[config.mk]
export PLATFORM = sky130hd
export DESIGN_NAME = vram_scanout
export DESIGN_NICKNAME = d
export VERILOG_FILES = /design/src/rtl/vram_scanout.sv
export SDC_FILE = /design/constraint.sdc
export NUM_CORES = 1
export LEC_CHECK = 0
export ABC_CLOCK_PERIOD_IN_PS = 13760
export BUFFER_PORTS_ARGS = -buffer_cell sky130_fd_sc_hd__buf_2
export CAP_MARGIN = 20
export CELL_PAD_IN_SITES_DETAIL_PLACEMENT = 1
export CELL_PAD_IN_SITES_GLOBAL_PLACEMENT = 2
export CORE_AREA = 2 2 208 190
export CTS_BUF_LIST = sky130_fd_sc_hd__clkbuf_8
export CTS_CLUSTER_SIZE = 40
export DETAILED_ROUTE_END_ITERATION = 10
export DIE_AREA = 0 0 210 192
export GPL_TIMING_DRIVEN = 0
export PLACE_DENSITY_LB_ADDON = 0.08
export SLEW_MARGIN = 20
export SYNTH_ARGS = -nofsm -noshare
export SYNTH_HDL_FRONTEND = slang
export SYNTH_SLANG_ARGS = --single-unit
[constraint.sdc]
create_clock -name clk_53_2MHz -period 13.76 [get_ports clk_53_2MHz]
set_clock_uncertainty 0.15 [all_clocks]
set_input_delay 1.376 -clock clk_53_2MHz [delete_from_list [all_inputs] [get_ports clk_53_2MHz]]
set_output_delay 1.376 -clock clk_53_2MHz [all_outputs]
set_load 0.005 [all_outputs]
[src/rtl/vram_scanout.sv]
// Display-side VRAM scanout: walks a latched rectangular 16bpp region, converts
// BGR555 to RGB888 and buffers pixels in a FIFO drained over valid/ready.
module vram_scanout #(
  parameter int FIFO_DEPTH = 16,
  parameter int CNT_W      = 5
) (
  input  logic        clk_53_2MHz,
  input  logic        rst,
  input  logic        frame_start,
  input  logic        abort,
  input  logic [9:0]  disp_x,
  input  logic [8:0]  disp_y,
  input  logic [9:0]  disp_w,
  input  logic [8:0]  disp_h,
  output logic        vram_req,
  input  logic        vram_gnt,
  output logic [8:0]  vram_line,
  output logic [11:0] vram_col,
  output logic [3:0]  vram_mode,
  output logic        vram_re,
  input  logic [23:0] vram_rdata,
  output logic        pix_valid,
  input  logic        pix_ready,
  output logic [23:0] pix_data,
  output logic        pix_eol,
  output logic        pix_eof,
  output logic        busy
);

  localparam int PTR_W = $clog2(FIFO_DEPTH);
  localparam logic [CNT_W-1:0] FULL = CNT_W'(FIFO_DEPTH);

  typedef enum logic {
    IDLE,
    FETCH
  } state_e;

  typedef struct packed {
    logic [23:0] rgb;
    logic        eol;
    logic        eof;
  } pix_t;

  state_e           state_q, state_d;
  logic [9:0]       x0_q, x0_d;
  logic [8:0]       y0_q, y0_d;
  logic [9:0]       w_q, w_d;
  logic [8:0]       h_q, h_d;
  logic [9:0]       x_cnt_q, x_cnt_d;
  logic [8:0]       y_cnt_q, y_cnt_d;
  logic [CNT_W-1:0] count_q, count_d;
  logic [PTR_W-1:0] wr_ptr_q, wr_ptr_d;
  logic [PTR_W-1:0] rd_ptr_q, rd_ptr_d;
  pix_t             mem_q [FIFO_DEPTH];
  pix_t             mem_d [FIFO_DEPTH];

  logic [4:0] r5, g5, b5;
  logic       eol, eof, push, pop;
  pix_t       new_pix;
  logic [8:0] unused_rdata;

  assign unused_rdata = vram_rdata[23:15];

  always_comb begin
    vram_req  = (state_q == FETCH) && (count_q != FULL);
    vram_re   = vram_req && vram_gnt;
    vram_line = y0_q + y_cnt_q;
    vram_col  = {2'b00, x0_q + x_cnt_q};
    vram_mode = 4'd2;
    busy      = (state_q == FETCH);

    pix_valid = (count_q != '0);
    pix_data  = mem_q[rd_ptr_q].rgb;
    pix_eol   = mem_q[rd_ptr_q].eol;
    pix_eof   = mem_q[rd_ptr_q].eof;

    r5 = vram_rdata[4:0];
    g5 = vram_rdata[9:5];
    b5 = vram_rdata[14:10];
    eol = (x_cnt_q == w_q - 10'd1);
    eof = eol && (y_cnt_q == h_q - 9'd1);
    new_pix.rgb = {r5, r5[4:2], g5, g5[4:2], b5, b5[4:2]};
    new_pix.eol = eol;
    new_pix.eof = eof;

    push = vram_re;
    pop  = pix_valid && pix_ready;
  end

  always_comb begin
    state_d  = state_q;
    x0_d     = x0_q;
    y0_d     = y0_q;
    w_d      = w_q;
    h_d      = h_q;
    x_cnt_d  = x_cnt_q;
    y_cnt_d  = y_cnt_q;
    count_d  = count_q;
    wr_ptr_d = wr_ptr_q;
    rd_ptr_d = rd_ptr_q;
    mem_d    = mem_q;

    // abort overrides geometry latch, push and pop in the same cycle
    if (abort) begin
      state_d  = IDLE;
      count_d  = '0;
      wr_ptr_d = '0;
      rd_ptr_d = '0;
    end else begin
      case (state_q)
        IDLE: begin
          if (frame_start && (disp_w != '0) && (disp_h != '0)) begin
            state_d = FETCH;
            x0_d    = disp_x;
            y0_d    = disp_y;
            w_d     = disp_w;
            h_d     = disp_h;
            x_cnt_d = '0;
            y_cnt_d = '0;
          end
        end
        FETCH: begin
          if (push && eof) state_d = IDLE;
        end
        default: state_d = IDLE;
      endcase

      if (push) begin
        mem_d[wr_ptr_q] = new_pix;
        wr_ptr_d        = wr_ptr_q + PTR_W'(1);
        if (eol) begin
          x_cnt_d = '0;
          y_cnt_d = y_cnt_q + 9'd1;
        end else begin
          x_cnt_d = x_cnt_q + 10'd1;
        end
      end
      if (pop) rd_ptr_d = rd_ptr_q + PTR_W'(1);

      case ({push, pop})
        2'b10:   count_d = count_q + CNT_W'(1);
        2'b01:   count_d = count_q - CNT_W'(1);
        default: count_d = count_q;
      endcase
    end
  end

  always_ff @(posedge clk_53_2MHz or posedge rst) begin
    if (rst) begin
      state_q  <= IDLE;
      x0_q     <= '0;
      y0_q     <= '0;
      w_q      <= '0;
      h_q      <= '0;
      x_cnt_q  <= '0;
      y_cnt_q  <= '0;
      count_q  <= '0;
      wr_ptr_q <= '0;
      rd_ptr_q <= '0;
      for (int unsigned i = 0; i < FIFO_DEPTH; i++) mem_q[i] <= '0;
    end else begin
      state_q  <= state_d;
      x0_q     <= x0_d;
      y0_q     <= y0_d;
      w_q      <= w_d;
      h_q      <= h_d;
      x_cnt_q  <= x_cnt_d;
      y_cnt_q  <= y_cnt_d;
      count_q  <= count_d;
      wr_ptr_q <= wr_ptr_d;
      rd_ptr_q <= rd_ptr_d;
      mem_q    <= mem_d;
    end
  end

endmodule

==> out/metrics.yaml, run 1 <==
post-cts-setup-buffers: 0
maxClockFrequency_ghz: 0.203
cts_tree: "done"
synth.most_common_cell: "dfrtp_1"
maxCapViolCount: 0
cts_repair_resize_count: 0
ys_types: 61
grt_use_total_pct: 21.9
dp_hpwl_microns: 28500
grt_pass1_wl_microns: 67200
synthArstFlopShare_pct: 100
port_buffers: 106
synth_xor_area_share_pct: 2.71
n_antenna_cell: 0
r2r-start: "count_q[1]"
cts.sinks: 343
ys_seq_area_share_pct: 50.5
die_w_microns: 210
globalplace.congestion: 0.758
rsz0062_at_grt: "false"
drtIter0Drc: 483
grt_overflow: 0
synth_top_area_cell: "dfrtp_1"
viasPerCell: 5.48
finalHoldViolations: 0
grt_antenna_before_repair: 1
holdPathEnd: "mem_q[260]"
critPathArrivalTime_ns: 3.41
synth-compound-area-share_pct: 4.34
wl_microns: 42400
regToRegSetupSlack_ns: 10.45
synth_area_leaders: "dfrtp_1 (50%), mux2_2 (18%), mux4_2 (11%), ha_1 (2.1%), xnor2_1 (1.8%)"
area_growth_pct: 14.8
grt_pass1_vias: 11306
drc: 0
critPathMaxFanout: 10
reg2reg_depth: 12
grt_max_degree: 100
yosys.area_share.simple_pct: 6.46
power-per-cell-area_nw_per_um2: 139
power.leakage_nw: 9.24
synth_top_cells_by_count: "dfrtp_1 (343), mux2_2 (279), mux4_2 (85)"
vias: 10616
worstSetupPathType: "reg -> out"
yosysTopAreaCellShare_pct: 50.5
wl_per_cell_microns: 21.9
min_from: "mem_q[260]"
initial_core_util_pct: 44.7
maxSlewHeadroom_pct: 31.9
coreArea_sq_um: 38000
fp-row-count: 68
pin_count: 123
report.final.setup_viol: 0
syn_avg_cell_area_sq_um: 13.9
clock_path_buffers: 3
tightestPinTransition_ns: 1.02
cts-root-buf: "clkbuf_8"
cts_buffers: 59
insertion_delay_ns: 0.63
dp_cells: 1826
min_path_type: "reg -> reg"
finalNetCount: 1497
rr_endpoint: "count_q[4]"
synth_flop_cell: "dfrtp_1"
finalNonFillerCells: 1936
min_period_ns: 4.93
slew_violations: 0
finalCritPeriodShare_pct: 35.9
ys_warn_count: 0
synth_top_family_by_area: "multiplexers"
layout-drive-gt1-share_pct: 44.4
synthAdderAreaFrac_pct: 2.49
cp-end-kind: "output pin"
setup_tns_ns: 0
synth.area.mux_share_pct: 30.1
cts_hold_buffers: 0
cp.required_ns: 12.23
ys_ff_latch: 343
ir_drop_mv: 0.0676
synth_cells: 1222
syn_area_sq_um: 17000
final_antenna_net_count: 0
status: "completed"
synth_edf_count: 0
die_h_microns: 192
startpoint_type: "register"
hold_depth: 2
path_clk_slew_ns: 0.06
power_w: 0.00272
dieArea_sq_um: 40300
h-tree-depth: 2
firstDrtPassIters: 5
-- report_power, final --
part	total [W]	internal, W	switching [W]	leakage [nW]
logic	0.000645	0.000326	0.000319	3.85
registers	0.00113	0.00108	0.0000540	4.67
clock network	0.000939	0.000512	0.000427	0.728
-- area by class of cell --
type                    count  area, sq um
plain buffers              90          480
clock buffers              79         1090
clock inverters            31          143
fillers                  3843        18500
inverters                  27          109
multi-input cells         766         7870
flip-flops and latches    343         8580
well taps                 490          613
repair buffers            110          641
-- logic make-up after synthesis --
group	Yosys count
XOR/XNOR	51
AO/OA/AOI/OAI	114
AND/OR/NAND/NOR	192
adder cells (fa/ha/maj)	32
multiplexers	371
flip-flops	343
buffers and inverters	117
other	2
-- critical path, stage by stage, from the launching register on --
cell,delay (ns)
dfrtp_1,0.37
clkbuf_1,0.22
buf_1,0.77
mux4_2,0.62
mux4_2,0.52
buf_4,0.15
buf_2,0.11
-- sequential cells by signal, indices dropped and copies added (netlist names) --
| register | count |
|---|---|
| y0_q | 9 |
| x_cnt_q | 10 |
| h_q | 9 |
| rd_ptr_q | 4 |
| x0_q | 10 |
| busy | 1 |
| count_q | 5 |
| y_cnt_q | 9 |
| w_q | 10 |
| mem_q | 272 |
| wr_ptr_q | 4 |
-- metal layers --
metal	vias up	GRT usage (%)	share of wire (%)	wire length, microns
li1	4845	-	-	-
met4	2	6.87	2.7	1150
met5	-	0	0.038	16
met1	5526	31.8	49	20900
met2	164	33.7	45	19000
met3	79	3.79	3.3	1410
-- cells in the final DEF, fill, tap and decap left out, drive strengths merged, types with 3 or more instances in the layout --
| master | instances |
|---|---|
| buf | 158 |
| o21ai | 49 |
| dfrtp | 343 |
| nor3b | 3 |
| mux2i | 7 |
| or2 | 3 |
| mux4 | 85 |
| a21oi | 27 |
| nor2 | 35 |
| nor3 | 20 |
| nand2 | 64 |
| xnor2 | 34 |
| fa | 3 |
| ha | 29 |
| a211oi | 4 |
| nand2b | 3 |
| o31ai | 3 |
| a21o | 7 |
| clkbuf | 121 |
| o2bb2ai | 7 |
| clkinv | 6 |
| conb | 6 |
| and3 | 3 |
| nor4 | 5 |
| mux2 | 279 |
| nor2b | 8 |
| nand3 | 30 |
| nand4 | 10 |
| xor2 | 16 |
| inv | 52 |
-- metrics by stage --
| stage | setup WS (ns) | hold WS [ns] | utilization (%) | instance area [sq um] |
|---|---|---|---|---|
| finish | 8.83 | 0.330 | 51.3 | 19500 |
| global route | 8.58 | 0.360 | 51.3 | 19500 |
| CTS | 8.63 | 0.327 | 51.3 | 19500 |
| detailed placement | 9.33 | 0.313 | 48.1 | 18300 |
| global placement | -1.60 | 0.306 | 47.8 | 18200 |
| floorplan | 2.73 | 0.294 | - | 17000 |
-- how the worst max path moves through the flow --
stage                      startpoint      endpoint  depth (start not counted)
after floorplan                   rst          busy                          1
after global placement            rst    mem_q[268]                          2
after detailed placement  rd_ptr_q[0]  pix_data[22]                          6
after CTS                 rd_ptr_q[0]  pix_data[22]                          6
after global routing      rd_ptr_q[0]  pix_data[22]                          6
final                     rd_ptr_q[0]  pix_data[22]                          6
Note: power is estimated with default switching activity, not from simulation.
==> inputs of run 2 (changes only) <==
ABC_CLOCK_PERIOD_IN_PS = 4370   (was 13760)
CORE_AREA = 2 2 218 199   (was 2 2 208 190)
DIE_AREA = 0 0 220 201   (was 0 0 210 192)
clock period = 4.37 ns   (was 13.76 ns; I/O delays follow)
==> run 2 against run 1 <==
Critical path depth unchanged. Final cell count up 6.8%. Sequential cell count unchanged. Total power rose to 3.2 times the previous value. Worst hold slack worse by 0.16 ns. Clock power rose to 3.2 times the previous value. Setup slack worse by 8.5 ns. Cell area up 4.5%. Combinational power rose to 3.3 times the previous value. Core utilization down 2.9 points. Sequential share of layout area down 1.9 points. Non-clock buffer count up 66. Highest routed layer is now met4.
==> out/metrics.yaml, run 2 (synthesis results as in run 1) <==
port_buffers: 106
cp-end-kind: "output pin"
cts_buffers: 60
maxCapViolCount: 0
internal_power_w: 0.00616
path_clk_slew_ns: 0.06
report.final.setup_viol: 0
critPathArrivalTime_ns: 3.49
holdWs_ns: 0.167
ir_drop_mv: 0.277
power-per-cell-area_nw_per_um2: 428
h-tree-depth: 2
power.leakage_nw: 9.57
place_ws_ns: 0.857
wl_microns: 44400
switching_share_pct: 29.5
die_w_microns: 220
cts_tree: "done"
cts_repair_resize_count: 0
cts-root-buf: "clkbuf_8"
grt_max_degree: 33
clock_path_buffers: 3
maxClockFrequency_ghz: 0.246
status: "completed"
startpoint_type: "register"
power_frac_clock_pct: 34.9
grt_pass1_vias: 11619
finalCritPeriodShare_pct: 93.2
top_register: "mem_q"
power.switching_w: 0.00258
n_fill_cell: 4294
regToRegSetupSlack_ns: 1.11
fin_util_pct: 48.4
finalNetCount: 1564
slew_violations: 0
dieArea_sq_um: 44200
timing.critical_path.mode_cell: "mux4_2"
insertion_delay_ns: 0.65
grt_overflow: 0
wl_per_cell_microns: 21.5
rsz0062_at_grt: "false"
final_antenna_net_count: 0
critPathMaxFanout: 10
grt_pass1_wl_microns: 70200
min_path_type: "in -> async"
drc: 0
vias: 10872
finalHoldViolations: 0
globalplace.congestion: 0.765
initial_core_util_pct: 40.3
finalNonFillerCells: 2068
dp_cells: 1901
critPathMaxStageDelay_ns: 0.82
fp-row-count: 72
layout_common_cells: "dfrtp_1 (343), mux2_2 (279), buf_2 (124)"
drtIter0Drc: 412
crit_path_top_delay_cell: "buf_1"
p_comb_share_pct: 24.3
cp.required_ns: 3.78
dp_hpwl_microns: 30000
coreArea_sq_um: 42200
viasPerCell: 5.26
worstSetupPathType: "reg -> out"
tightestPinTransition_ns: 1.14
p_seq_share_pct: 40.8
area_growth_pct: 20.0
maxSlewHeadroom_pct: 24.1
cts.sinks: 343
pin_count: 123
worst_slack_ns: 0.297
grt_antenna_before_repair: 1
final_common_cell: "dfrtp_1"
layout-drive-gt1-share_pct: 43.4
firstDrtPassIters: 7
min_period_ns: 4.07
largest_reg_flops: 272
grt_use_total_pct: 21.0
crit_chain: "clkbuf_1 -> buf_1 -> mux4_2 -> mux4_2 -> buf_4 -> buf_2"
die_h_microns: 201
[run 2: cell types whose count changed in the layout (fill, tap and decap cells not counted), moves of 2 or more]
cell           change
buf_12             +8
clkinv_2           +2
inv_8              -2
clkinvlp_4         +2
dlygate4sd3_1     +56
buf_16             +2
inv_1              -4
[run 2: metal layers]
layer  global-route usage, %  wire [microns]  part of all wire [%]
met2                    30.2           19300                    43
met1                    31.5           22000                    49
met4                    7.24            1470                   3.3
met3                    4.21            1680                   3.8
met5                       0               0                     0
[run 2: area by class of cell]
class                   count  area (sq um)  share of cell area, %
flip-flops and latches    343          8580                   42.1
inverters                  27           105                  0.515
diodes                      1          2.50                 0.0123
well taps                 555           694                   3.40
clock inverters            30           156                  0.766
plain buffers              90           480                   2.35
repair buffers            176          1420                   6.94
clock buffers              80          1100                   5.40
multi-input cells         766          7870                   38.6
[run 2: critical path: cells and delay by family, from the launching register on]
family,cells,cell delay (ns)
mux,2,1.15
flops,1,0.36
buf+inv,4,1.33
[run 2: stage by stage]
stage | setup TNS (ns) | power, W | area [sq um]
finish | 0 | 0.00874 | 20400
global route | 0 | 0.00925 | 20400
CTS | 0 | 0.00891 | 20400
detailed placement | 0 | 0.00574 | 18600
global placement | -1082.92 | 0.00567 | 18300
floorplan | -276.29 | 0.00500 | 17000
[run 2: timing repair]
| action | CTS | global route |
|---|---|---|
| hold buffers | 56 | 0 |
| endpoints found under the hold margin | 155 | 0 |
| setup buffers | 0 | 0 |
| endpoints found under the setup margin | 0 | 0 |
[run 2: path summary, 6_finish.rpt]
path | start | to | cells after the start
setup / recovery | rd_ptr_q[0] | pix_data[22] | 6
max in group asynchronous | rst | mem_q[248] | 8
hold / removal | rst | h_q[2] | 3
min in group clk_53_2MHz | vram_gnt | wr_ptr_q[1] | 4
hold reg to reg | mem_q[338] | mem_q[338] | 2
setup reg to reg | count_q[1] | count_q[4] | 12
[run 2: power groups by stage]
stage               Clock, W  Sequential (W)  Combinational (W)
finish               0.00305         0.00357            0.00212
global route         0.00332         0.00359            0.00233
CTS                  0.00317         0.00357            0.00217
detailed placement         0         0.00362            0.00212
global placement           0         0.00362            0.00205
floorplan                  0         0.00357            0.00144
==> inputs of run 3 (changes only) <==
ABC_AREA = 1   (was default)
CORE_AREA = 2 2 247 224   (was 2 2 218 199)
DIE_AREA = 0 0 249 226   (was 0 0 220 201)
SKIP_CTS_REPAIR_TIMING = 1   (was default)
==> run 3 against run 2 <==
Count of clock-buffer cells in the layout down 3. Critical endpoint is now pix_data[21]. Maximum frequency down 3.5%. Area after synthesis up 6.3%. Clock power up 2%. Largest power group unchanged. Final cell count up 61%. Largest cell class unchanged. Global-route usage up 4.9 points. Sequential cell count unchanged. Die area up 27%. Total power up 9.9%. Worst hold slack worse by 0.074 ns. Routed wire length up 63%. Register-to-register slack better by 0.21 ns.
==> out/metrics.yaml, run 3 <==
critPathMaxStageDelay_ns: 0.73
setup_tns_ns: 0
synth_xor_area_share_pct: 2.11
maxSlewHeadroom_pct: 37.3
ys_types: 43
die_w_microns: 249
cp.required_ns: 3.78
path_delay_family: "buffers and inverters"
synth_area_leaders: "dfrtp_1 (47%), nand2_1 (16%), o21ai_0 (8.4%), inv_1 (4.3%), a21oi_1 (3.2%)"
path_buf_inv: 5
critPathMaxFanout: 10
regToRegSetupSlack_ns: 1.32
grt_pass1_vias: 17341
grt_max_degree: 33
ys_seq_area_share_pct: 47.4
pin_count: 123
n_fill_cell: 6591
final_area_sq_um: 21300
synth.area.mux_share_pct: 0
wl_per_cell_microns: 21.8
report.final.setup_viol: 0
synth.most_common_cell: "nand2_1"
firstDrtPassIters: 5
synth_edf_count: 0
cp-end-kind: "output pin"
wl_microns: 72600
layout-drive-gt1-share_pct: 11.8
synth_flop_cell: "dfrtp_1"
status: "completed"
synthArstFlopShare_pct: 100
syn_area_sq_um: 18100
grt_antenna_before_repair: 0
min_from: "vram_gnt"
crit_chain: "clkbuf_1 -> clkinv_1 -> clkbuf_1 -> nor2_1 -> o21ai_0 -> o221ai_1 -> nand2_1 -> buf_4 -> buf_2"
insertion_delay_ns: 0.63
startpoint_type: "register"
synthAdderAreaFrac_pct: 2.34
tightestPinTransition_ns: 0.940
grt_use_total_pct: 25.9
dieArea_sq_um: 56300
vias: 16921
synth_cells: 2367
worst_slack_ns: 0.152
syn_avg_cell_area_sq_um: 7.64
yosysTopAreaCellShare_pct: 47.4
finalHoldViolations: 0
path_clk_slew_ns: 0.05
final_common_cell: "nand2_1"
synth_top_area_cell: "dfrtp_1"
ir_drop_mv: 0.232
final_antenna_net_count: 0
viasPerCell: 5.08
port_buffers: 92
min_path_type: "in -> reg"
initial_core_util_pct: 33.6
grt_overflow: 0
finalNetCount: 2684
n_antenna_cell: 0
place_ws_ns: 0.593
dpl_cell_area_sq_um: 19700
power-per-cell-area_nw_per_um2: 450
area_growth_pct: 17.9
fp-row-count: 81
crit_path_top_delay_cell: "clkbuf_1"
ys_ff_latch: 343
cts_tree: "done"
largest_reg_flops: 272
timing.critical_path.mode_cell: "clkbuf_1"
maxClockFrequency_ghz: 0.237
power.leakage_nw: 11.0
power_w: 0.00960
drtIter0Drc: 1221
layout_common_cells: "nand2_1 (776), dfrtp_1 (343), o21ai_0 (303)"
yosys.area_share.simple_pct: 24.3
globalplace.congestion: 0.838
finalCritPeriodShare_pct: 96.5
cts.sinks: 343
synth_top_family_by_area: "simple AND/OR/NAND/NOR gates"
synth_top_cells_by_count: "nand2_1 (776), dfrtp_1 (343), o21ai_0 (303)"
die_h_microns: 226
drc: 0
synth-compound-area-share_pct: 14.9
maxCapViolCount: 0
grt_pass1_wl_microns: 109000
critPathArrivalTime_ns: 3.63
worstSetupPathType: "reg -> out"
slew_violations: 0
coreArea_sq_um: 53800
reg2reg_depth: 14
rsz0062_at_grt: "false"
rr_endpoint: "count_q[4]"
holdPathEnd: "wr_ptr_q[0]"
min_period_ns: 4.22
r2r-start: "count_q[1]"
critPathLaunch: "rd_ptr_q[0]"
clock_path_buffers: 3
top_register: "mem_q"
ys_warn_count: 0
cts_buffers: 67
cts-root-buf: "clkbuf_8"
h-tree-depth: 3
holdWs_ns: 0.0930
hold_depth: 4
dp_hpwl_microns: 53700
-- run 3: cell count changes in the layout (fill, tap and decap cells not counted), sizes merged, moves of 57 or more --
cell and change:
mux2 -279, nand2 +735, a21oi +98, inv +204, mux4 -85, clkbuf +57
o21ai +277, nand3 +71, nor2 +99
-- run 3: per-layer routing --
layer | track usage, % | vias up | part of all wire (%)
met1 | 38.4 | 8487 | 51
met3 | 4.62 | 115 | 4.5
li1 | - | 7973 | -
met5 | 0 | - | 0
met2 | 38.8 | 346 | 43
met4 | 6.86 | 0 | 2.3
-- run 3: layout make-up --
type	count	area [sq um]	area share, %
flip-flops and latches	343	8580	40.2
multi-input cells	1643	7920	37.1
repair buffers	144	1120	5.23
clock buffers	77	1060	4.97
well taps	705	882	4.13
inverters	225	853	4.00
plain buffers	160	763	3.58
clock inverters	33	158	0.739
-- run 3: stage by stage --
step,util (%),cells
after global placement,36.1,3168
final,39.6,3330
after CTS,38.9,3290
after global routing,39.6,3330
after detailed placement,36.6,3180
after floorplan,-,2371
-- run 3: logic make-up (layout without fill, tap and decap cells) --
kind of cell             Yosys count  in the layout
AO/OA/AOI/OAI                    501            501
XOR/XNOR                          42             42
adder cells (fa/ha/maj)           32             32
buffers and inverters            385            639
flip-flops                       343            343
other                              2              6
AND/OR/NAND/NOR                 1062           1062
-- run 3: tightest hold or removal path: cells and delay by family --
kind,cells,cell delay [ns]
buffers and inverters,1,0.10
and+or+nand+nor,2,0.19
AOI/OAI and AO/OA,1,0.08
-- run 3: worst max path at each step --
stage | to | cells past startpoint
after floorplan | busy | 1
after global placement | mem_q[33] | 2
after detailed placement | pix_data[21] | 10
after CTS | pix_data[21] | 10
after global routing | pix_data[4] | 8
final | pix_data[21] | 9
-- run 3: power by group --
part	leakage, nW	internal, W	switching (W)	total (W)
Clock	0.728	0.00164	0.00146	0.00311
Combinational	6.15	0.000908	0.00197	0.00288
Sequential	4.13	0.00344	0.000169	0.00361
